File: src/rtl/noc_traffic_node_pkg.sv
// Shared NoC field layout, widths and flit builders for the traffic generator/checker node.
// Flit layout (MSB first): head/tail marker, src X/Y, dst X/Y, type, order, len, end marker, pad.
package noc_traffic_node_pkg;

  localparam int NOC_DATA_WIDTH     = 32;
  localparam int NOC_ID_X_WIDTH     = 3;
  localparam int NOC_ID_Y_WIDTH     = 3;
  localparam int NOC_TEST_PAT_WIDTH = 16;
  localparam int NOC_PAD_WIDTH      = 4;

  localparam logic [1:0] NOC_HEAD_H = 2'b11;
  localparam logic [1:0] NOC_HEAD_E = 2'b10;
  localparam logic [1:0] NOC_TAIL_H = 2'b01;
  localparam logic [1:0] NOC_TAIL_E = 2'b01;

  localparam int NOC_HDR_DST_X_LSB = 21;
  localparam int NOC_HDR_DST_X_MSB = NOC_HDR_DST_X_LSB + NOC_ID_X_WIDTH - 1;
  localparam int NOC_HDR_DST_Y_LSB = 18;
  localparam int NOC_HDR_DST_Y_MSB = NOC_HDR_DST_Y_LSB + NOC_ID_Y_WIDTH - 1;
  localparam int NOC_HDR_LEN_LSB   = 6;
  localparam int NOC_HDR_LEN_MSB   = NOC_HDR_LEN_LSB + 7;
  localparam int NOC_PAT_SEQ_LSB   = 8;

  function automatic logic [NOC_DATA_WIDTH-1:0] build_ctrl_flit(
    input logic [1:0]                mark_h,
    input logic [NOC_ID_X_WIDTH-1:0] src_x,
    input logic [NOC_ID_Y_WIDTH-1:0] src_y,
    input logic [NOC_ID_X_WIDTH-1:0] dst_x,
    input logic [NOC_ID_Y_WIDTH-1:0] dst_y,
    input logic [7:0]                len,
    input logic [1:0]                mark_e
  );
    return {mark_h, src_x, src_y, dst_x, dst_y, 2'b00, 2'b00, len, mark_e, {NOC_PAD_WIDTH{1'b0}}};
  endfunction

  function automatic logic [NOC_DATA_WIDTH-1:0] build_data_flit(input logic [7:0] seq, input logic [7:0] k);
    return {{(NOC_DATA_WIDTH - NOC_TEST_PAT_WIDTH){1'b1}}, seq, k};
  endfunction

  function automatic logic multi_hot(input logic [7:0] v);
    return (v & (v - 8'd1)) != 8'd0;
  endfunction

  function automatic logic [15:0] sat_inc16(input logic [15:0] v);
    return (v == 16'hFFFF) ? v : v + 16'd1;
  endfunction

endpackage

File: src/rtl/noc_traffic_node_rx_ctx.sv
// One virtual-channel receive context: tracks framing, destination and payload pattern
// of the packet in flight and emits a registered good or error pulse per event.
module noc_traffic_rx_ctx
  import noc_traffic_node_pkg::*;
#(
  parameter logic [NOC_ID_X_WIDTH-1:0] X_ID = 3'd0,
  parameter logic [NOC_ID_Y_WIDTH-1:0] Y_ID = 3'd0
) (
  input  logic                      noc_clk,
  input  logic                      noc_rst_n,
  input  logic                      flit_valid,
  input  logic [NOC_DATA_WIDTH-1:0] flit,
  input  logic                      is_header,
  input  logic                      is_tail,
  output logic                      pkt_good,
  output logic                      pkt_err
);

  localparam logic CTX_IDLE = 1'b0;
  localparam logic CTX_BODY = 1'b1;

  logic       ctx_state_r;
  logic       bad_r;
  logic       seq_known_r;
  logic [7:0] seq_r;
  logic [7:0] k_r;
  logic [7:0] len_r;
  logic       pkt_good_r;
  logic       pkt_err_r;
  logic       dest_bad_s;
  logic       data_bad_s;
  logic       unused_flit_s;

  assign dest_bad_s = (flit[NOC_HDR_DST_X_MSB:NOC_HDR_DST_X_LSB] != X_ID) ||
                      (flit[NOC_HDR_DST_Y_MSB:NOC_HDR_DST_Y_LSB] != Y_ID);
  // Until the first data flit arrives the sequence number is unknown, so only k is checked.
  assign data_bad_s = (flit[NOC_PAT_SEQ_LSB-1:0] != k_r) ||
                      (seq_known_r && (flit[NOC_TEST_PAT_WIDTH-1:NOC_PAT_SEQ_LSB] != seq_r));
  assign unused_flit_s = ^{flit[NOC_DATA_WIDTH-1:NOC_HDR_DST_X_MSB+1],
                           flit[NOC_HDR_DST_Y_LSB-1:NOC_TEST_PAT_WIDTH]};

  assign pkt_good = pkt_good_r;
  assign pkt_err  = pkt_err_r;

  // Per-VC packet tracking and verdict generation
  always_ff @(posedge noc_clk or negedge noc_rst_n) begin
    if (!noc_rst_n) begin
      ctx_state_r <= CTX_IDLE;
      bad_r       <= 1'b0;
      seq_known_r <= 1'b0;
      seq_r       <= 8'd0;
      k_r         <= 8'd0;
      len_r       <= 8'd0;
      pkt_good_r  <= 1'b0;
      pkt_err_r   <= 1'b0;
    end else begin
      pkt_good_r <= 1'b0;
      pkt_err_r  <= 1'b0;
      if (flit_valid) begin
        if (is_header) begin
          // A header inside a packet abandons the old one and restarts on the new header.
          pkt_err_r   <= (ctx_state_r == CTX_BODY);
          ctx_state_r <= CTX_BODY;
          bad_r       <= dest_bad_s;
          len_r       <= flit[NOC_HDR_LEN_MSB:NOC_HDR_LEN_LSB];
          k_r         <= 8'd0;
          seq_known_r <= 1'b0;
        end else if (ctx_state_r == CTX_IDLE) begin
          pkt_err_r <= 1'b1;
        end else if (is_tail) begin
          if (bad_r || (k_r != len_r)) begin
            pkt_err_r <= 1'b1;
          end else begin
            pkt_good_r <= 1'b1;
          end
          ctx_state_r <= CTX_IDLE;
        end else begin
          if (data_bad_s) begin
            bad_r <= 1'b1;
          end
          if (!seq_known_r) begin
            seq_r       <= flit[NOC_TEST_PAT_WIDTH-1:NOC_PAT_SEQ_LSB];
            seq_known_r <= 1'b1;
          end
          k_r <= k_r + 8'd1;
        end
      end
    end
  end

endmodule

File: src/rtl/noc_traffic_node.sv
// NoC endpoint traffic generator/checker: injects bursts of patterned packets round-robin
// over the VCs and checks every received packet, with saturating status counters.
module noc_traffic_node
  import noc_traffic_node_pkg::*;
#(
  parameter logic [NOC_ID_X_WIDTH-1:0] X_ID      = 3'd0,
  parameter logic [NOC_ID_Y_WIDTH-1:0] Y_ID      = 3'd0,
  parameter logic [NOC_ID_X_WIDTH-1:0] DEST_X_ID = 3'd0,
  parameter logic [NOC_ID_Y_WIDTH-1:0] DEST_Y_ID = 3'd0,
  parameter int PAYLOAD_FLITS = 4,
  parameter int PKT_COUNT     = 8,
  parameter int VC_NUM        = 2,
  parameter int IDLE_GAP      = 0
) (
  input  logic                      noc_clk,
  input  logic                      noc_rst_n,
  input  logic                      send_start,
  input  logic                      rx_hold,
  output logic [VC_NUM-1:0]         sender_valid,
  input  logic [VC_NUM-1:0]         sender_ready,
  output logic [NOC_DATA_WIDTH-1:0] sender_flit,
  output logic                      sender_is_header,
  output logic                      sender_is_tail,
  input  logic [VC_NUM-1:0]         receive_valid,
  output logic [VC_NUM-1:0]         receive_ready,
  input  logic [NOC_DATA_WIDTH-1:0] receive_flit,
  input  logic                      receive_is_header,
  input  logic                      receive_is_tail,
  output logic                      send_busy,
  output logic                      send_done,
  output logic [15:0]               pkt_sent_cnt,
  output logic [15:0]               pkt_recv_cnt,
  output logic [15:0]               err_cnt
);

  localparam logic [2:0] S_IDLE = 3'd0;
  localparam logic [2:0] S_HEAD = 3'd1;
  localparam logic [2:0] S_DATA = 3'd2;
  localparam logic [2:0] S_TAIL = 3'd3;
  localparam logic [2:0] S_GAP  = 3'd4;

  localparam logic [15:0]       LAST_SEQ = 16'(PKT_COUNT - 1);
  localparam logic [7:0]        LAST_K   = 8'(PAYLOAD_FLITS - 1);
  localparam logic [7:0]        GAP_LOAD = 8'(IDLE_GAP - 1);
  localparam logic [2:0]        LAST_VC  = 3'(VC_NUM - 1);
  localparam logic [VC_NUM-1:0] VC_ONE   = VC_NUM'(1'b1);
  localparam logic [NOC_DATA_WIDTH-1:0] HEAD_FLIT =
    build_ctrl_flit(NOC_HEAD_H, X_ID, Y_ID, DEST_X_ID, DEST_Y_ID, 8'(PAYLOAD_FLITS), NOC_HEAD_E);
  localparam logic [NOC_DATA_WIDTH-1:0] TAIL_FLIT =
    build_ctrl_flit(NOC_TAIL_H, X_ID, Y_ID, DEST_X_ID, DEST_Y_ID, 8'(PAYLOAD_FLITS), NOC_TAIL_E);

  logic [2:0]                tx_state_r;
  logic [15:0]               seq_r;
  logic [7:0]                k_r;
  logic [7:0]                gap_r;
  logic [2:0]                vc_idx_r;
  logic [VC_NUM-1:0]         sender_valid_r;
  logic [NOC_DATA_WIDTH-1:0] sender_flit_r;
  logic                      sender_is_header_r;
  logic                      sender_is_tail_r;
  logic                      send_busy_r;
  logic                      send_done_r;
  logic [15:0]               pkt_sent_cnt_r;
  logic                      tx_fire_s;
  logic                      pkt_end_s;
  logic [2:0]                vc_next_s;

  assign tx_fire_s = |(sender_valid_r & sender_ready);
  assign vc_next_s = (vc_idx_r == LAST_VC) ? 3'd0 : vc_idx_r + 3'd1;
  // A packet is finished either on tail acceptance (no gap) or when the gap count runs out.
  assign pkt_end_s = ((tx_state_r == S_TAIL) && tx_fire_s && (IDLE_GAP == 0)) ||
                     ((tx_state_r == S_GAP) && (gap_r == 8'd0));

  // Sender FSM: one registered flit presented at a time, advanced on handshake
  always_ff @(posedge noc_clk or negedge noc_rst_n) begin
    if (!noc_rst_n) begin
      tx_state_r         <= S_IDLE;
      seq_r              <= 16'd0;
      k_r                <= 8'd0;
      gap_r              <= 8'd0;
      vc_idx_r           <= 3'd0;
      sender_valid_r     <= {VC_NUM{1'b0}};
      sender_flit_r      <= {NOC_DATA_WIDTH{1'b0}};
      sender_is_header_r <= 1'b0;
      sender_is_tail_r   <= 1'b0;
      send_busy_r        <= 1'b0;
      send_done_r        <= 1'b0;
      pkt_sent_cnt_r     <= 16'd0;
    end else begin
      send_done_r <= 1'b0;
      case (tx_state_r)
        S_IDLE: begin
          if (send_start) begin
            tx_state_r         <= S_HEAD;
            seq_r              <= 16'd0;
            vc_idx_r           <= 3'd0;
            sender_valid_r     <= VC_ONE;
            sender_flit_r      <= HEAD_FLIT;
            sender_is_header_r <= 1'b1;
            send_busy_r        <= 1'b1;
          end
        end
        S_HEAD: begin
          if (tx_fire_s) begin
            tx_state_r         <= S_DATA;
            k_r                <= 8'd0;
            sender_flit_r      <= build_data_flit(seq_r[7:0], 8'd0);
            sender_is_header_r <= 1'b0;
          end
        end
        S_DATA: begin
          if (tx_fire_s) begin
            if (k_r == LAST_K) begin
              tx_state_r       <= S_TAIL;
              sender_flit_r    <= TAIL_FLIT;
              sender_is_tail_r <= 1'b1;
            end else begin
              k_r           <= k_r + 8'd1;
              sender_flit_r <= build_data_flit(seq_r[7:0], k_r + 8'd1);
            end
          end
        end
        S_TAIL: begin
          if (tx_fire_s) begin
            pkt_sent_cnt_r <= sat_inc16(pkt_sent_cnt_r);
            if (IDLE_GAP != 0) begin
              tx_state_r       <= S_GAP;
              gap_r            <= GAP_LOAD;
              sender_valid_r   <= {VC_NUM{1'b0}};
              sender_flit_r    <= {NOC_DATA_WIDTH{1'b0}};
              sender_is_tail_r <= 1'b0;
            end
          end
        end
        S_GAP: begin
          if (gap_r != 8'd0) begin
            gap_r <= gap_r - 8'd1;
          end
        end
        default: begin
          tx_state_r     <= S_IDLE;
          sender_valid_r <= {VC_NUM{1'b0}};
          send_busy_r    <= 1'b0;
        end
      endcase
      if (pkt_end_s) begin
        if (seq_r == LAST_SEQ) begin
          tx_state_r       <= S_IDLE;
          sender_valid_r   <= {VC_NUM{1'b0}};
          sender_flit_r    <= {NOC_DATA_WIDTH{1'b0}};
          sender_is_tail_r <= 1'b0;
          send_busy_r      <= 1'b0;
          send_done_r      <= 1'b1;
        end else begin
          tx_state_r         <= S_HEAD;
          seq_r              <= seq_r + 16'd1;
          vc_idx_r           <= vc_next_s;
          sender_valid_r     <= VC_ONE << vc_next_s;
          sender_flit_r      <= HEAD_FLIT;
          sender_is_header_r <= 1'b1;
          sender_is_tail_r   <= 1'b0;
        end
      end
    end
  end

  assign sender_valid     = sender_valid_r;
  assign sender_flit      = sender_flit_r;
  assign sender_is_header = sender_is_header_r;
  assign sender_is_tail   = sender_is_tail_r;
  assign send_busy        = send_busy_r;
  assign send_done        = send_done_r;
  assign pkt_sent_cnt     = pkt_sent_cnt_r;

  logic [VC_NUM-1:0] receive_ready_r;
  logic [VC_NUM-1:0] rx_fire_s;
  logic              rx_multi_s;
  logic              multi_err_r;
  logic [VC_NUM-1:0] ctx_good_s;
  logic [VC_NUM-1:0] ctx_err_s;
  logic [15:0]       pkt_recv_cnt_r;
  logic [15:0]       err_cnt_r;

  assign rx_fire_s  = receive_valid & receive_ready_r;
  assign rx_multi_s = multi_hot(8'(rx_fire_s));

  for (genvar v = 0; v < VC_NUM; v++) begin : g_rx_ctx
    noc_traffic_rx_ctx #(
      .X_ID (X_ID),
      .Y_ID (Y_ID)
    ) u_ctx (
      .noc_clk    (noc_clk),
      .noc_rst_n  (noc_rst_n),
      .flit_valid (rx_fire_s[v] & ~rx_multi_s),
      .flit       (receive_flit),
      .is_header  (receive_is_header),
      .is_tail    (receive_is_tail),
      .pkt_good   (ctx_good_s[v]),
      .pkt_err    (ctx_err_s[v])
    );
  end

  // Receive-side ready and shared saturating status counters
  always_ff @(posedge noc_clk or negedge noc_rst_n) begin
    if (!noc_rst_n) begin
      receive_ready_r <= {VC_NUM{1'b1}};
      multi_err_r     <= 1'b0;
      pkt_recv_cnt_r  <= 16'd0;
      err_cnt_r       <= 16'd0;
    end else begin
      receive_ready_r <= {VC_NUM{~rx_hold}};
      multi_err_r     <= rx_multi_s;
      if (|ctx_good_s) begin
        pkt_recv_cnt_r <= sat_inc16(pkt_recv_cnt_r);
      end
      // Only one flit lands per cycle, so at most one error source fires at a time.
      if ((|ctx_err_s) || multi_err_r) begin
        err_cnt_r <= sat_inc16(err_cnt_r);
      end
    end
  end

  assign receive_ready = receive_ready_r;
  assign pkt_recv_cnt  = pkt_recv_cnt_r;
  assign err_cnt       = err_cnt_r;

endmodule

File: config.mk
export PLATFORM = sky130hd
export DESIGN_NAME = noc_traffic_node
export DESIGN_NICKNAME = d
export VERILOG_FILES = /design/src/rtl/noc_traffic_node_pkg.sv /design/src/rtl/noc_traffic_node_rx_ctx.sv /design/src/rtl/noc_traffic_node.sv
export SDC_FILE = /design/constraint.sdc
export NUM_CORES = 1
export LEC_CHECK = 0
export CORE_UTILIZATION = 45
export CTS_BUF_LIST = sky130_fd_sc_hd__clkbuf_2 sky130_fd_sc_hd__clkbuf_4 sky130_fd_sc_hd__clkbuf_8
export DETAILED_ROUTE_END_ITERATION = 8
export PLACE_DENSITY = 0.69
export SLEW_MARGIN = 10
export SYNTH_ARGS = -nofsm -noshare
export SYNTH_HDL_FRONTEND = slang
export SYNTH_HIERARCHICAL = 1
export SYNTH_SLANG_ARGS = --single-unit
export TNS_END_PERCENT = 10
File: constraint.sdc
create_clock -name noc_clk -period 2.8 [get_ports noc_clk]
set_input_delay 0.56 -clock noc_clk [delete_from_list [all_inputs] [get_ports noc_clk]]
set_output_delay 0.56 -clock noc_clk [all_outputs]
set_load 0.01 [all_outputs]
==> After elaboration in Yosys (flattened, before gate mapping) <==
Index checks and enable logic that the tools add are counted.
{ "classes": {"addsub": 10, "n_eq_ne": 26, "n_shift": 1, "mux": 90, "bitwise_logic": 14, "reduce_logical": 48} }
{ "ops": {"columns": ["cell", "n"], "rows": [
  ["$mux W32", 6],
  ["$pmux W32 S3", 1],
  ["$mux W8", 9],
  ["$add A16 B1 Y16 const B", 4],
  ["$mux W16", 4],
  ["$mux W1", 52],
  ["$eq A16 B16 Y1 const B", 3],
  ["$ne A8 B8 Y1", 6],
  ["$mux W3", 10],
  ["$add A8 B1 Y8 const B", 3],
  ["$eq A16 B3 Y1 const B", 1],
  ["$pmux W8 S2", 1],
  ["$reduce_and A4 Y1", 4],
  ["$reduce_bool A2 Y1", 8],
  ["$reduce_bool A8 Y1", 2],
  ["$reduce_and A5 Y1", 3],
  ["$ne A3 B3 Y1 const B", 4],
  ["$pmux W3 S4", 1],
  ["$reduce_and A2 Y1", 6],
  ["$reduce_and A3 Y1", 4],
  ["$not A1 Y1", 9],
  ["$and A2 B8 Y8", 1],
  ["$eq A8 B2 Y1 const B", 1],
  ["$logic_not A8 Y1", 1],
  ["21 further kinds", 45]
]} }
{ "word_totals": {"reg_bits": 184, "in_bits": 42, "elab_cells": 221} }

==> Longest topological paths before layout <==
Gate-level depths: netlist of run 1.
{ "logic_depth": {"word_depth": 7, "mapped_depth": 9} }

==> Cells and area by module <==
The synthesis of run 1 kept the hierarchy.
{ "modules_own_cells": {"columns": ["mod", "instances", "cells_per_inst", "area_per_inst_um2", "seq_area_each_um2"], "rows": [
  ["noc_traffic_node", 1, 549, 5243.8, 2603.7],
  ["noc_traffic_rx_ctx", 2, 132, 1516.5, 725.7]
]} }

==> Worst setup path before layout of run 1 <==
OpenSTA, ideal clock, no wires.
{ "synth_timing": {"kind": "register -> register", "startpoint": "register k_r[0] (netlist name)", "endpoint": "register tx_state_r[0]", "setup_ps": 125, "arrival_time_ps": 2151, "required_time_ps": 2675, "setup_slack_ps": 525, "stages_incl_launch_ff": 7, "n_path_buf": 0, "period_less_slack_ps": 2275, "cell_sequence": "dfrtp_1 ha_1 or4b_4 nor4_4 nor2b_4 o311ai_4 mux2_2"} }
{ "synth_lines": {"columns": ["item", "line_no", "source"], "rows": [
  ["to (signal assigned)", "noc_traffic_node.sv:77", "tx_state_r <= S_IDLE;"],
  ["to (signal assigned)", "noc_traffic_node.sv:94", "tx_state_r <= S_HEAD;"],
  ["to (signal assigned)", "noc_traffic_node.sv:105", "tx_state_r <= S_DATA;"],
  ["to (decl)", "noc_traffic_node.sv:52", "logic [2:0] tx_state_r;"]
]} }

==> impl_metrics.toml, run 1 <==
[run_status]
status = "complete, no violations"

[synth]
synthCells = 813
syn_area_sq_um = 8280
synth_cell_type_count = 59
synthTopCellsByArea = "dfrtp_1, xnor2_1, mux2_2"
syn-num-nets = 866
synth.avg_cell_area_sq_um = 10.2
synth-edff-count = 0
ys_ff_latch = 162
seq_area_frac_synth = 0.490
async_flop_share = 1.00
synth_top_area_cell = "dfrtp_1"
synth_most_common_cell = "dfrtp_1"
ys_warn_count = 6
synth_common_cells = "dfrtp_1, nand2_1, xnor2_1"
synth.top_cell.area_share = 0.487
synth_flop_cell = "dfrtp_1"

[clocking]
clk_latency_ns = 0.44
cts_tree = "done"
path_clk_slew_ns = 0.08
cts_buffer_depth = 2
cts_sinks = 162
hold_buffers = 0
post_cts_buffers = 0
htreeDepth = 4
cts_made_buffers = 17
ctsResizeCount = 0
root_buffer = "clkbuf_8"

[power_and_ir_drop]
worst_ir_drop_vdd_uv = 560
power.density_nw_per_um2 = 500
total_power_w = 0.00506
p_leak_nw = 4.32

[floorplan]
die_h_microns = 138
start_util = 0.459
dieArea_sq_um = 18900
fp.dieW_microns = 138
num_rows = 49
core_area_sq_um = 18000
io_pins = 130

[timing]
slew_viol_final = 0
fin_tns_setup_ns = 0
finalHoldViolations = 0
fin_crit_ns = 2.35
setup_viol = 0
skew_ns = 0.00913
rsz0062_at_grt = "false"
fin_crit_sh = 0.840
maxSlewHeadroom = 0.452
fmax_mhz = 425
worstMarginPinSlew_ns = 0.815

[placement]
dp_hpwl_mm = 12.8
routabilityCongestion = 0.861
io_buffers = 119
placedCellCount = 1150
dpl_cell_area_sq_um = 9720

[grt]
grt_pass1_vias = 5912
grt_max_degree = 63
grt-ovfl-total = 0
antenna_found_initial = 0
grt_usage = 0.200
grt_pass1_wl_mm = 29.5

[routing]
vias = 6332
drt-initial-drc-count = 313
drc = 0
ant_nets = 0
dr.pass1.iters = 5
highest_layer = "met4"
met3_wirelength_microns = 595
met1_length_mm = 8.42
viasPerCell = 5.38
wl_mm = 17.5
wl_per_cell_microns = 14.9
route.met2.wl_mm = 8.24

[critical_path]
worstReg2RegStart = "k_r[0]"
rr_worst_depth = 6
crit_path_max_fanout = 7
start_kind = "register"
critPathKind = "reg2reg"
r2r_slack_ns = 0.45
r2r_end = "tx_state_r[0]"
end_kind = "register"
worstPathArrival_ns = 2.68
cp_data_required_time_ns = 3.13

[finish]
design_area_sq_um = 10100
layout.nets = 993
diodes = 0
final_core_util = 0.562
n_fill_cell = 1606
final_layout_size_suffix_gt1_frac = 0.113
multi_input_area_sq_um = 3890
seq_area_sq_um = 4060
final_cells = 1178
area_growth_pct = 22.3

[run]
cap_violations = 0

[hold_path]
hp-class = "in2async"
-- per-stage QoR --
stage	setup WS (ns)	hold WS, ns
after floorplan	0.525	0.264
after global placement	0.171	0.464
after detailed placement	0.177	0.469
after CTS	0.437	0.0975
after global routing	0.259	0.123
final	0.449	0.103
-- critical path, cell delays in order (launching register included) --
cell	delay, ns
dfrtp_1	0.43
ha_1	0.31
or4b_4	0.51
nor4_4	0.22
nor2b_4	0.12
o311ai_4	0.28
mux2_2	0.37
-- flip-flops by register name, summed over array words and instances, names as in the netlist, 3 cells and up --
| name | cells |
|---|---|
| g_rx_ctx.u_ctx/len_r | 16 |
| err_cnt | 16 |
| pkt_sent_cnt | 16 |
| g_rx_ctx.u_ctx/k_r | 16 |
| seq_r | 16 |
| k_r | 8 |
| vc_idx_r | 3 |
| pkt_recv_cnt | 16 |
| g_rx_ctx.u_ctx/seq_r | 16 |
| sender_flit | 19 |
-- cells by family after synthesis --
group	Yosys count	synth area share
XOR/XNOR	98	0.104
adder cells (fa/ha/maj)	11	0.0166
AND/OR/NAND/NOR	300	0.187
AO/OA/AOI/OAI	141	0.106
multiplexers	42	0.0567
buffers and inverters	59	0.0399
flip-flops	162	0.490
-- cells in the final DEF (no fill, tap or decap), types with 6 or more instances in the layout --
master	n
a21oi_1	25
a22o_1	8
a31oi_1	7
and3_1	8
buf_4	22
clkbuf_8	21
clkdlybuf4s50_1	118
dfrtp_1	161
ha_1	11
inv_1	24
mux2_2	39
nand2_1	93
nand3_1	38
nand4_1	25
nor2_1	49
nor2b_1	6
nor3_1	21
nor4_1	18
o21a_1	10
o21ai_0	59
or3_1	11
xnor2_1	68
xor2_1	30
-- how the worst max path moves through the flow --
stage | start | endpoint | slack (ns) | cells after the start
global route | k_r[0] | sender_flit[12] | 0.26 | 6
CTS | k_r[0] | sender_flit[12] | 0.44 | 6
detailed placement | receive_valid[0] | g_rx_ctx[0].u_ctx/seq_r[7] | 0.18 | 8
finish | k_r[0] | tx_state_r[0] | 0.45 | 6
floorplan | k_r[0] | tx_state_r[0] | 0.52 | 6
global placement | receive_valid[0] | g_rx_ctx[0].u_ctx/seq_r[3] | 0.17 | 8
-- per-layer routing --
metal	global-route usage	up-vias
li1	-	3113
met1	0.277	3052
met4	0.0690	0
met5	0	-
met2	0.314	143
met3	0.0372	24
-- layout make-up --
cell class	instances	share of cell area
multi-input cells	592	0.384
inverters	24	0.00890
flip-flops and latches	162	0.401
clock inverters	6	0.0104
well taps	229	0.0283
repair buffers	143	0.138
clock buffers	22	0.0293
-- power breakdown --
part           internal (W)  switching, W  leakage [nW]  total [W]
Sequential          0.00251      0.000170          2.13    0.00269
Combinational      0.000360      0.000261          1.98   0.000621
Clock              0.000964      0.000795         0.210    0.00176
No activity file was read; power rests on OpenSTA's default activity.
==> run 2: changes to the inputs <==
PLACE_DENSITY = 0.71   (was 0.69)
clock period = 1.9 ns   (was 2.8 ns; I/O delays follow)
==> run 2 against run 1 <==
The flow now finishes with violations (setup timing). Clock power is 44% higher. Non-clock buffer count is 106 higher. First-iteration DRC count is 10% higher. Core utilization is 5.8 points higher. Total power is 49% higher. Sequential share of layout area is 3.7 points lower. Clock skew is 0.0052 ns higher. Critical endpoint unchanged.
==> impl_metrics.toml, run 2 (synthesis results as in run 1) <==
[critical_path]
worstPathArrival_ns = 2.39
critPathKind = "reg2reg"
cp_data_required_time_ns = 2.23
start_kind = "register"
end_kind = "register"
crit_path_max_fanout = 4
r2r_slack_ns = -0.17

[clocking]
htreeDepth = 4
cts_buffer_depth = 2
cts_sinks = 162
cts_made_buffers = 17
clk_latency_ns = 0.44
root_buffer = "clkbuf_8"
cts_tree = "done"
path_clk_slew_ns = 0.08

[routing]
wl_mm = 19.3
wl_per_cell_microns = 15.0
ant_nets = 0
dr.pass1.iters = 5
viasPerCell = 5.27
drc = 0
drt-initial-drc-count = 345
vias = 6792

[run_status]
violations = "setup timing"
status = "finished with violations"

[power_and_ir_drop]
p_leak_nw = 5.41
power_frac_clock = 0.336
seq_power_share = 0.518
worst_ir_drop_vdd_uv = 541
power.switching_w = 0.00193
combPwrFrac = 0.146
power.density_nw_per_um2 = 677
swShare = 0.255
p_int_w = 0.00563

[floorplan]
fp.dieW_microns = 138
core_area_sq_um = 18000
dieArea_sq_um = 18900
num_rows = 49
start_util = 0.459
die_h_microns = 138
io_pins = 130

[grt]
grt-ovfl-total = 0
grt_usage = 0.214
grt_pass1_wl_mm = 31.7
grt_pass1_vias = 6459
grt_max_degree = 49
antenna_found_initial = 0

[timing]
setup_viol = 19
maxSlewHeadroom = 0.651
fin_tns_setup_ns = -0.863
worstMarginPinSlew_ns = 0.519
fin_crit_sh = 1.09
slew_viol_final = 0
finalHoldViolations = 0
fin_crit_ns = 2.07
rsz0062_at_grt = "true"
fin_ws_ns = -0.166
skew_ns = 0.0144
fmax_mhz = 484

[finish]
mostFrequentLayoutCell = "dfrtp_1"
diodes = 0
area_growth_pct = 35.0
final_layout_size_suffix_gt1_frac = 0.234
largest_reg_flops = 19
layout_common_cells = "dfrtp_1, buf_4, nand2_1"
final_cells = 1288
final_core_util = 0.620
layout.nets = 1099

[placement]
placedCellCount = 1252
io_buffers = 119
routabilityCongestion = 0.849
dpl_worst_slack_ns = -0.503
dp_hpwl_mm = 14.4

[run]
cap_violations = 0

[hold_path]
hp-class = "in2reg"
[run 2: worst max-delay path: stages, from the launching register on]
cell and delay [ns]:
dfrtp_1 0.36, ha_2 0.18, or4b_4 0.47, nor4_4 0.22, nor2b_4 0.10, o311ai_4 0.26, mux2_2 0.36
[run 2: per-layer routing]
metal | GRT usage | vias up | routed length (microns)
li1 | - | 3327 | -
met1 | 0.294 | 3305 | 9080
met2 | 0.345 | 144 | 9300
met3 | 0.0423 | 16 | 731
met4 | 0.0580 | 0 | 193
met5 | 0 | - | 0
[run 2: power by group through the flow]
stage	Clock, W	Combinational [W]	Sequential [W]
5_1_grt	0.00275	0.00121	0.00395
4_1_cts	0.00261	0.00111	0.00392
2_1_floorplan	0	0.000529	0.00399
6_report	0.00254	0.00110	0.00392
3_5_place_dp	0	0.00109	0.00398
3_3_place_gp	0	0.00105	0.00398
[run 2: per-stage QoR]
stage	power, W	hold WS (ns)	instance area (sq um)
3_3_place_gp	0.00503	0.360	10500
4_1_cts	0.00764	0.387	11000
5_1_grt	0.00792	0.394	11200
3_5_place_dp	0.00508	0.358	10500
6_report	0.00757	0.418	11200
2_1_floorplan	0.00452	0.0844	8280
[run 2: path summary, 6_finish.rpt]
kind	start	to	cells after the start
setup reg to reg	k_r[1]	tx_state_r[0]	6
hold / removal	rx_hold	receive_ready[0]	2
hold reg to reg	sender_flit[9]	sender_flit[9]	2
max in group asynchronous	noc_rst_n	pkt_sent_cnt[6]	3
setup / recovery	k_r[1]	tx_state_r[0]	6
min in group asynchronous	noc_rst_n	pkt_recv_cnt[9]	2
[run 2: cell type report]
cell class                      count  area, sq um
Clock buffer                       23          292
Clock inverter                      9          106
Fill cell                        1517         6860
Inverter                           24         90.1
Multi-Input combinational cell    592         4020
Sequential cell                   162         4060
Tap cell                          229          287
Timing Repair Buffer              249         2310
[run 2: timing repair]
item / 4_1_cts / 5_1_grt
hold endpoints to repair: 41 / 0
setup endpoints to repair: 58 / 110
resized for setup: 22 / 62
buffers inserted: 2 / 1
hold buffers: 1 / 0
pin swaps: 3 / 6
==> run 3: changes to the inputs <==
HOLD_SLACK_MARGIN = 0.05   (was not set)
==> results of run 3 <==
Same layout as run 2: the final DEF is identical, and so are final timing and power.
